`src/rtl/uart_pkg.sv`:
```
// uart_pkg: receiver state encoding and oversampled bit-timing constants shared across the UART.
package uart_pkg;
  typedef enum logic [2:0] {IDLE, START, DATA, PARITY, STOP, BREAK_WAIT} state_t;
  localparam int OVERSAMPLE = 16;
  localparam int SAMPLE_A = 7;
  localparam int SAMPLE_B = 8;
  localparam int SAMPLE_C = 9;
endpackage

```
`src/rtl/uart_baud_tick.sv`:
```
// uart_baud_tick: divides clk by BAUD_DIV into a one-cycle oversample tick, held cleared while clr.
module uart_baud_tick #(
  parameter int BAUD_DIV = 27
) (
  input  logic clk,
  input  logic rst_n,
  input  logic clr,
  output logic tick
);
  logic [15:0] cnt;
  assign tick = !clr && cnt == 16'(BAUD_DIV - 1);
  always_ff @(posedge clk or negedge rst_n)
    if (!rst_n) cnt <= '0;
    else cnt <= (clr || tick) ? 16'd0 : cnt + 16'd1;
endmodule

```
`src/rtl/uart_receiver.sv`:
```
// uart_receiver: 16x oversampled UART receive path with majority-vote sampling,
// parity and framing checks, and break suppression.
module uart_receiver
  import uart_pkg::*;
#(
  parameter int BAUD_DIV   = 27,
  parameter int DATA_BITS  = 8,
  parameter int PARITY_EN  = 1,
  parameter int PARITY_ODD = 0
) (
  input  logic                 clk,
  input  logic                 rst_n,
  input  logic                 rx,
  output logic [DATA_BITS-1:0] rx_data,
  output logic                 rx_valid,
  output logic                 parity_err,
  output logic                 frame_err,
  output logic                 busy
);
  state_t state, state_n;
  logic rx_m, rxs, tick, maj, decide, bit_end, perr;
  logic [3:0] os_cnt;
  logic [2:0] bit_idx;
  logic [1:0] smp;
  logic [DATA_BITS-1:0] shreg;
  uart_baud_tick #(.BAUD_DIV(BAUD_DIV)) u_tick (
    .clk  (clk),
    .rst_n(rst_n),
    .clr  (state == IDLE),
    .tick (tick)
  );
  assign maj     = (smp[0] & smp[1]) | (smp[0] & rxs) | (smp[1] & rxs);
  assign decide  = tick && os_cnt == 4'(SAMPLE_C);
  assign bit_end = tick && os_cnt == 4'(OVERSAMPLE - 1);
  assign busy    = state != IDLE;
  always_comb begin
    state_n = state;
    case (state)
      IDLE:       state_n = rxs ? IDLE : START;
      START:      state_n = (decide && maj) ? IDLE : bit_end ? DATA : START;
      DATA:       state_n = (bit_end && bit_idx == 3'(DATA_BITS - 1)) ? ((PARITY_EN != 0) ? PARITY : STOP) : DATA;
      PARITY:     state_n = bit_end ? STOP : PARITY;
      STOP:       state_n = decide ? (maj ? IDLE : BREAK_WAIT) : STOP;
      BREAK_WAIT: state_n = rxs ? IDLE : BREAK_WAIT;
      default:    state_n = IDLE;
    endcase
  end
  always_ff @(posedge clk or negedge rst_n) begin
    if (!rst_n) begin
      rx_m       <= 1'b1;
      rxs        <= 1'b1;
      state      <= IDLE;
      os_cnt     <= '0;
      bit_idx    <= '0;
      smp        <= '0;
      shreg      <= '0;
      perr       <= 1'b0;
      rx_data    <= '0;
      rx_valid   <= 1'b0;
      parity_err <= 1'b0;
      frame_err  <= 1'b0;
    end else begin
      rx_m     <= rx;
      rxs      <= rx_m;
      state    <= state_n;
      rx_valid <= 1'b0;
      os_cnt   <= (state == IDLE) ? 4'd0 : tick ? os_cnt + 4'd1 : os_cnt;
      if (tick && os_cnt == 4'(SAMPLE_A)) smp[0] <= rxs;
      if (tick && os_cnt == 4'(SAMPLE_B)) smp[1] <= rxs;
      bit_idx <= (state == START) ? 3'd0 : (state == DATA && bit_end) ? bit_idx + 3'd1 : bit_idx;
      if (state == DATA && decide) shreg <= {maj, shreg[DATA_BITS-1:1]};
      if (state == PARITY && decide) perr <= (^shreg ^ maj) != (PARITY_ODD != 0);
      // data and both flags are published together on the stop-bit decision
      if (state == STOP && decide) begin
        rx_valid   <= 1'b1;
        rx_data    <= shreg;
        parity_err <= (PARITY_EN != 0) && perr;
        frame_err  <= ~maj;
      end
    end
  end
endmodule

```
`config.mk`:
```
export PLATFORM = sky130hd
export DESIGN_NAME = uart_receiver
export DESIGN_NICKNAME = d
export VERILOG_FILES = /design/src/rtl/uart_pkg.sv /design/src/rtl/uart_baud_tick.sv /design/src/rtl/uart_receiver.sv
export SDC_FILE = /design/constraint.sdc
export NUM_CORES = 1
export LEC_CHECK = 0
export CAP_MARGIN = 25
export CORE_ASPECT_RATIO = 0.8
export CORE_UTILIZATION = 35
export DETAILED_ROUTE_END_ITERATION = 16
export SKIP_CTS_REPAIR_TIMING = 1
export SLEW_MARGIN = 15
export SYNTH_ARGS = -nofsm -noshare
export SYNTH_HDL_FRONTEND = slang
export SYNTH_SLANG_ARGS = --single-unit
```
`constraint.sdc`:
```
create_clock -name clk -period 6.68 [get_ports clk]
set_input_delay 2.004 -clock clk [delete_from_list [all_inputs] [get_ports clk]]
set_output_delay 2.004 -clock clk [all_outputs]
set_load 0.01 [all_outputs]
```
==> results of run 1 <==
[kinds of logic (layout without fill, tap and decap cells)]
family          Yosys count  count (layout)  share of synthesized area
buf+inv                  12              28                     0.0227
mux                      22              22                      0.112
simple gates             83              83                      0.188
compound gates           17              17                     0.0475
fa+ha+maj                 7               7                     0.0354
flops                    50              50                      0.506
xor+xnor                 25              25                     0.0884
[final timing paths]
| kind | endpoint | slack [ps] | cells past startpoint |
|---|---|---|---|
| min in group asynchronous | rx_data[4] | 1800 | 2 |
| worst min register to register | rxs | 370 | 0 |
| worst min-delay path | rxs | 370 | 0 |
| max in group asynchronous | u_tick.cnt[2] | 4450 | 2 |
| worst max register to register | bit_idx[0] | 4380 | 7 |
| worst max-delay path | busy | 2510 | 3 |
[cells in the mapped netlist (all sizes together)]
| cell | n |
|---|---|
| nand2 | 17 |
| and4 | 1 |
| a21oi | 3 |
| nor4b | 2 |
| xor2 | 9 |
| nand3 | 5 |
| o211ai | 2 |
| o41ai | 2 |
| or3b | 1 |
| clkbuf | 4 |
| nand4 | 6 |
| nor2b | 1 |
| a221o | 1 |
| mux2i | 1 |
| nor3 | 7 |
| dfrtp | 48 |
| inv | 5 |
| nor4 | 3 |
| dfstp | 2 |
| o21ai | 4 |
| xnor2 | 16 |
| and3 | 3 |
| a21o | 1 |
| o21a | 1 |
| a211oi | 1 |
| or3 | 1 |
| buf | 3 |
| and4bb | 1 |
| ha | 7 |
| nor3b | 1 |
| nand2b | 4 |
| a22o | 2 |
| mux2 | 21 |
| or4bb | 1 |
| nor2 | 28 |
| or4 | 1 |
[worst register-to-register path, stage by stage (launching register included)]
cell	delay, ps
dfrtp_1	420
inv_1	70
ha_1	150
nor4b_4	280
nand4_4	210
nor3_1	440
nor3b_1	440
mux2_2	230
[layout make-up]
cell class / count / area (um^2) / area share
Clock inverter: 3 / 45.0 / 0.0161
Inverter: 5 / 18.8 / 0.00669
Sequential cell: 50 / 1250 / 0.447
Tap cell: 87 / 109 / 0.0388
Multi-Input combinational cell: 154 / 1170 / 0.416
Clock buffer: 5 / 68.8 / 0.0245
Timing Repair Buffer: 15 / 143 / 0.0508
[registers in the layout, indices dropped and copies added, names as in the netlist]
| register | flops |
|---|---|
| u_tick.cnt | 16 |
| rx_data | 8 |
| shreg | 8 |
| os_cnt | 4 |
| bit_idx | 3 |
| state | 3 |
| smp | 2 |
| frame_err | 1 |
| parity_err | 1 |
| perr | 1 |
| rx_m | 1 |
| rx_valid | 1 |
| rxs | 1 |
[layer usage]
| metal | GRT usage | share of wire | vias to the layer above | routed length (um) |
|---|---|---|---|---|
| li1 | - | - | 777 | - |
| met1 | 0.204 | 0.54 | 762 | 2290 |
| met2 | 0.182 | 0.43 | 17 | 1800 |
| met3 | 0.0298 | 0.021 | 4 | 89 |
| met4 | 0.0313 | 0.0090 | 0 | 38 |
| met5 | 0 | 0 | - | 0 |
[power groups by stage]
stage / clock network, uW / logic, uW / registers [uW]
2_1_floorplan: 0 / 0.447 / 310
6_report: 215 / 7.41 / 304
3_5_place_dp: 0 / 7.94 / 310
5_1_grt: 235 / 9.03 / 304
3_3_place_gp: 0 / 8.00 / 310
4_1_cts: 222 / 8.01 / 304
[through the flow]
step           hold slack (ps)  std cells  power (uW)   util
2_1_floorplan              345        216         310      -
3_3_place_gp               346        311         318  0.392
3_5_place_dp               355        311         318  0.392
4_1_cts                    370        319         534  0.409
5_1_grt                    377        319         549  0.409
6_report                   368        319         526  0.409
==> flow_summary.ini, run 1 <==
[synth]
yosys.area.top_type = dfrtp_1
seq_area_frac_synth = 0.506
syn_nets = 226
ys_warn_count = 0
synth.top_cell.area_share = 0.485
syn-cell-area_mm2 = 0.00248
synth_cell_types = 42
synth_seq_cells = 50
netlist_instances = 216
netlist_top_cells_area = dfrtp_1 (48%), mux2_2 (5.9%), xnor2_1 (5.7%), mux2_4 (4.8%), nor2_1 (4.2%)
syn-mean-instance-area_um2 = 11.5

[pwr]
leakage_uw = 0.00126
power.internal_uw = 416
switchingPower_uw = 110
irDropWorstVdd_uv = 78.0
netSwitchingFraction = 0.209
clkPwrFrac = 0.408
pwr-share-comb = 0.014
p_per_area_mw_per_mm2 = 188
seq_power_share = 0.578

[final_layout]
diodes = 0
area_delta_synth_final_pct = 13.2
nFillCells = 645
final_cell_mix = dfrtp_1 (48), nor2_1 (28), nand2_1 (17)
nets = 241
drive_gt1_frac = 0.172
final_common_cell = dfrtp_1
stdcell_area_mm2 = 0.00281

[setup_path]
crit_family = buffers and inverters
worstReg2RegStart = u_tick.cnt[0]
critPathBufInv = 2
critPathLaunch = state[0]
cp_cell_sequence = nor3_1 > inv_1 > clkdlybuf4s50_1
critPathKind = register to primary output
required_ps = 4680
worstPathArrival_ps = 2170
end_kind = primary output
setup.worst_path.start_class = register
slowest_stage = nor3_1
slowest_delay_ps = 640
worstPathMaxFanout = 13

[floorplanning]
die_height_um = 77.3
initial_core_util = 0.361
coreArea_mm2 = 0.00686
ioPinCount = 15
dieWidth_um = 96.1
fp-row-count = 27
dieArea_mm2 = 0.00742

[timing]
final-hold-violation-count = 0
max-slew-margin-rel = 0.524
worst_slack_ps = 2510
fin_skew_ps = 10.6
drv_slew = 0
fin_crit_ps = 4170
max_freq_ghz = 0.240
final.period_utilization = 0.625
setup_viol = 0
tightest_slew_ps = 708
rsz0062_at_grt = no
fin_setup_tns_ps = 0

[worst_hold_path]
min_path_type = register to register
hp-start = rx_m

[cts]
htree_levels = 2
cts-root-buf = clkbuf_8
numCtsBuffers = 5
cts_tree = done
clk_latency_ps = 300
cts_num_sinks = 50
cts_buffer_depth = 2
clk_transition_reported_paths_ps = 100

[global_route]
antenna_found_initial = 0
grt_pass1_vias = 1564
grt_pass1_wl_um = 7560
grt_usage = 0.131
overflow = 0
grt_max_degree = 51

[route]
drt_wl_total_um = 4210
dr.pass1.iters = 4
first_iter_violations = 74
ant_nets = 0
avgViaCountPerCell = 4.89
drc = 0
routedWlPerCell_um = 13.2
dr_total_vias = 1560

[outcome]
status = finished clean

[placement]
place_area_mm2 = 0.00269
dp_hpwl_um = 2930
routabilityCongestion = 0.748
place_ws_ps = 2850
portBuffers = 14

[flow_run]
max-cap-violations = 0
No activity file was read; power rests on OpenSTA's default activity.
==> run 2, diff against run 1 <==
==> constraint.sdc (replaced) <==
create_clock -name clk -period 3.75 [get_ports clk]
set_input_delay 1.125 -clock clk [delete_from_list [all_inputs] [get_ports clk]]
set_output_delay 1.125 -clock clk [all_outputs]
set_load 0.01 [all_outputs]
==> flow_summary.ini, run 2 (synthesis results as in run 1) <==
[cts]
cts-root-buf = clkbuf_8
cts_buffer_depth = 2
htree_levels = 2
cts_tree = done
numCtsBuffers = 5
clk_latency_ps = 300
clk_transition_reported_paths_ps = 90
cts_num_sinks = 50

[timing]
fin_crit_ps = 2880
tightest_slew_ps = 732
max-slew-margin-rel = 0.512
fin_setup_tns_ps = 0
rsz0062_at_grt = no
final-hold-violation-count = 0
drv_slew = 0
fin_skew_ps = 7.47
setup_viol = 0
final.period_utilization = 0.767
max_freq_ghz = 0.348

[placement]
dp_hpwl_um = 2960
dp.cells = 312
portBuffers = 14
routabilityCongestion = 0.736

[pwr]
irDropWorstVdd_uv = 114
p_per_area_mw_per_mm2 = 311
leakage_uw = 0.00127

[final_layout]
largest_reg_flops = 16
drive_gt1_frac = 0.176
final_common_cell = dfrtp_1
top_register = u_tick.cnt
area_delta_synth_final_pct = 12.5
instances_no_fill = 320
nFillCells = 660
final_cell_mix = dfrtp_1 (48), nor2_1 (28), nand2_1 (17)
diodes = 0
largestRegisters = u_tick.cnt x16, rx_data x8, shreg x8
nets = 242

[floorplanning]
ioPinCount = 15
coreArea_mm2 = 0.00686
initial_core_util = 0.361
dieWidth_um = 96.1
dieArea_mm2 = 0.00742
fp-row-count = 27
die_height_um = 77.3

[route]
avgViaCountPerCell = 4.85
ant_nets = 0
dr_total_vias = 1551
routedWlPerCell_um = 13.2
dr.pass1.iters = 4
first_iter_violations = 89
drc = 0
drt_wl_total_um = 4210

[flow_run]
max-cap-violations = 0

[setup_path]
worstPathMaxFanout = 13
worstPathArrival_ps = 1750
slowest_delay_ps = 560
cp_cell_sequence = nor3_1 > buf_4 > inv_1 > clkdlybuf4s50_1
critPathBufInv = 3
end_kind = primary output
setup.worst_path.start_class = register
critPathKind = register to primary output
required_ps = 2620
slowest_stage = dfrtp_1
crit_family = buffers and inverters

[worst_hold_path]
min_path_type = register to register

[global_route]
overflow = 0
grt_usage = 0.130
antenna_found_initial = 0
grt_pass1_vias = 1454
grt_max_degree = 33
grt_pass1_wl_um = 7420

[outcome]
status = finished clean
## run 2: area by class of cell
| cell class | instances | area [um^2] | share of cell area |
|---|---|---|---|
| flip-flops and latches | 50 | 1250 | 0.450 |
| repair buffers | 16 | 150 | 0.0539 |
| inverters | 5 | 18.8 | 0.00674 |
| clock buffers | 5 | 68.8 | 0.0247 |
| multi-input cells | 154 | 1170 | 0.419 |
| clock inverters | 3 | 18.8 | 0.00674 |
| well taps | 87 | 109 | 0.0391 |
## run 2: layer usage
layer,routed length [um],track usage
met5,0,0
met4,37,0.0448
met3,156,0.0278
met2,1690,0.165
met1,2330,0.211
## run 2: power breakdown
group | switching, uW | leakage (uW) | internal (uW) | total [uW]
Combinational | 11.0 | 0.000550 | 2.45 | 13.5
Sequential | 1.12 | 0.000667 | 541 | 542
Clock | 179 | 0.0000483 | 132 | 311
Total | 191 | 0.00127 | 675 | 866
## run 2: metrics by stage
step	utilization	cell area (um^2)	setup WS, ps	power (uW)	hold slack, ps
floorplan	-	2480	1490	553	345
global placement	0.394	2700	1200	567	348
detailed placement	0.394	2700	1210	567	354
CTS	0.406	2790	860	880	368
global route	0.406	2790	758	905	372
finish	0.406	2790	873	866	368
## run 2: final timing paths
check | startpoint | endpoint | slack, ps | cells after the start
setup / recovery | state[0] | busy | 870 | 4
hold / removal | rx_m | rxs | 370 | 0
setup reg to reg | u_tick.cnt[0] | rx_data[1] | 1490 | 6
hold reg to reg | rx_m | rxs | 370 | 0
max in group asynchronous | rst_n | u_tick.cnt[11] | 2140 | 2
min in group asynchronous | rst_n | rx_data[6] | 870 | 1
## run 2: worst reg2reg max path: cells and delay by family (launching register included)
family | cells | cell delay, ps
mux | 1 | 340
simple gates | 3 | 1170
fa+ha+maj | 1 | 150
flops | 1 | 420
buf+inv | 1 | 70
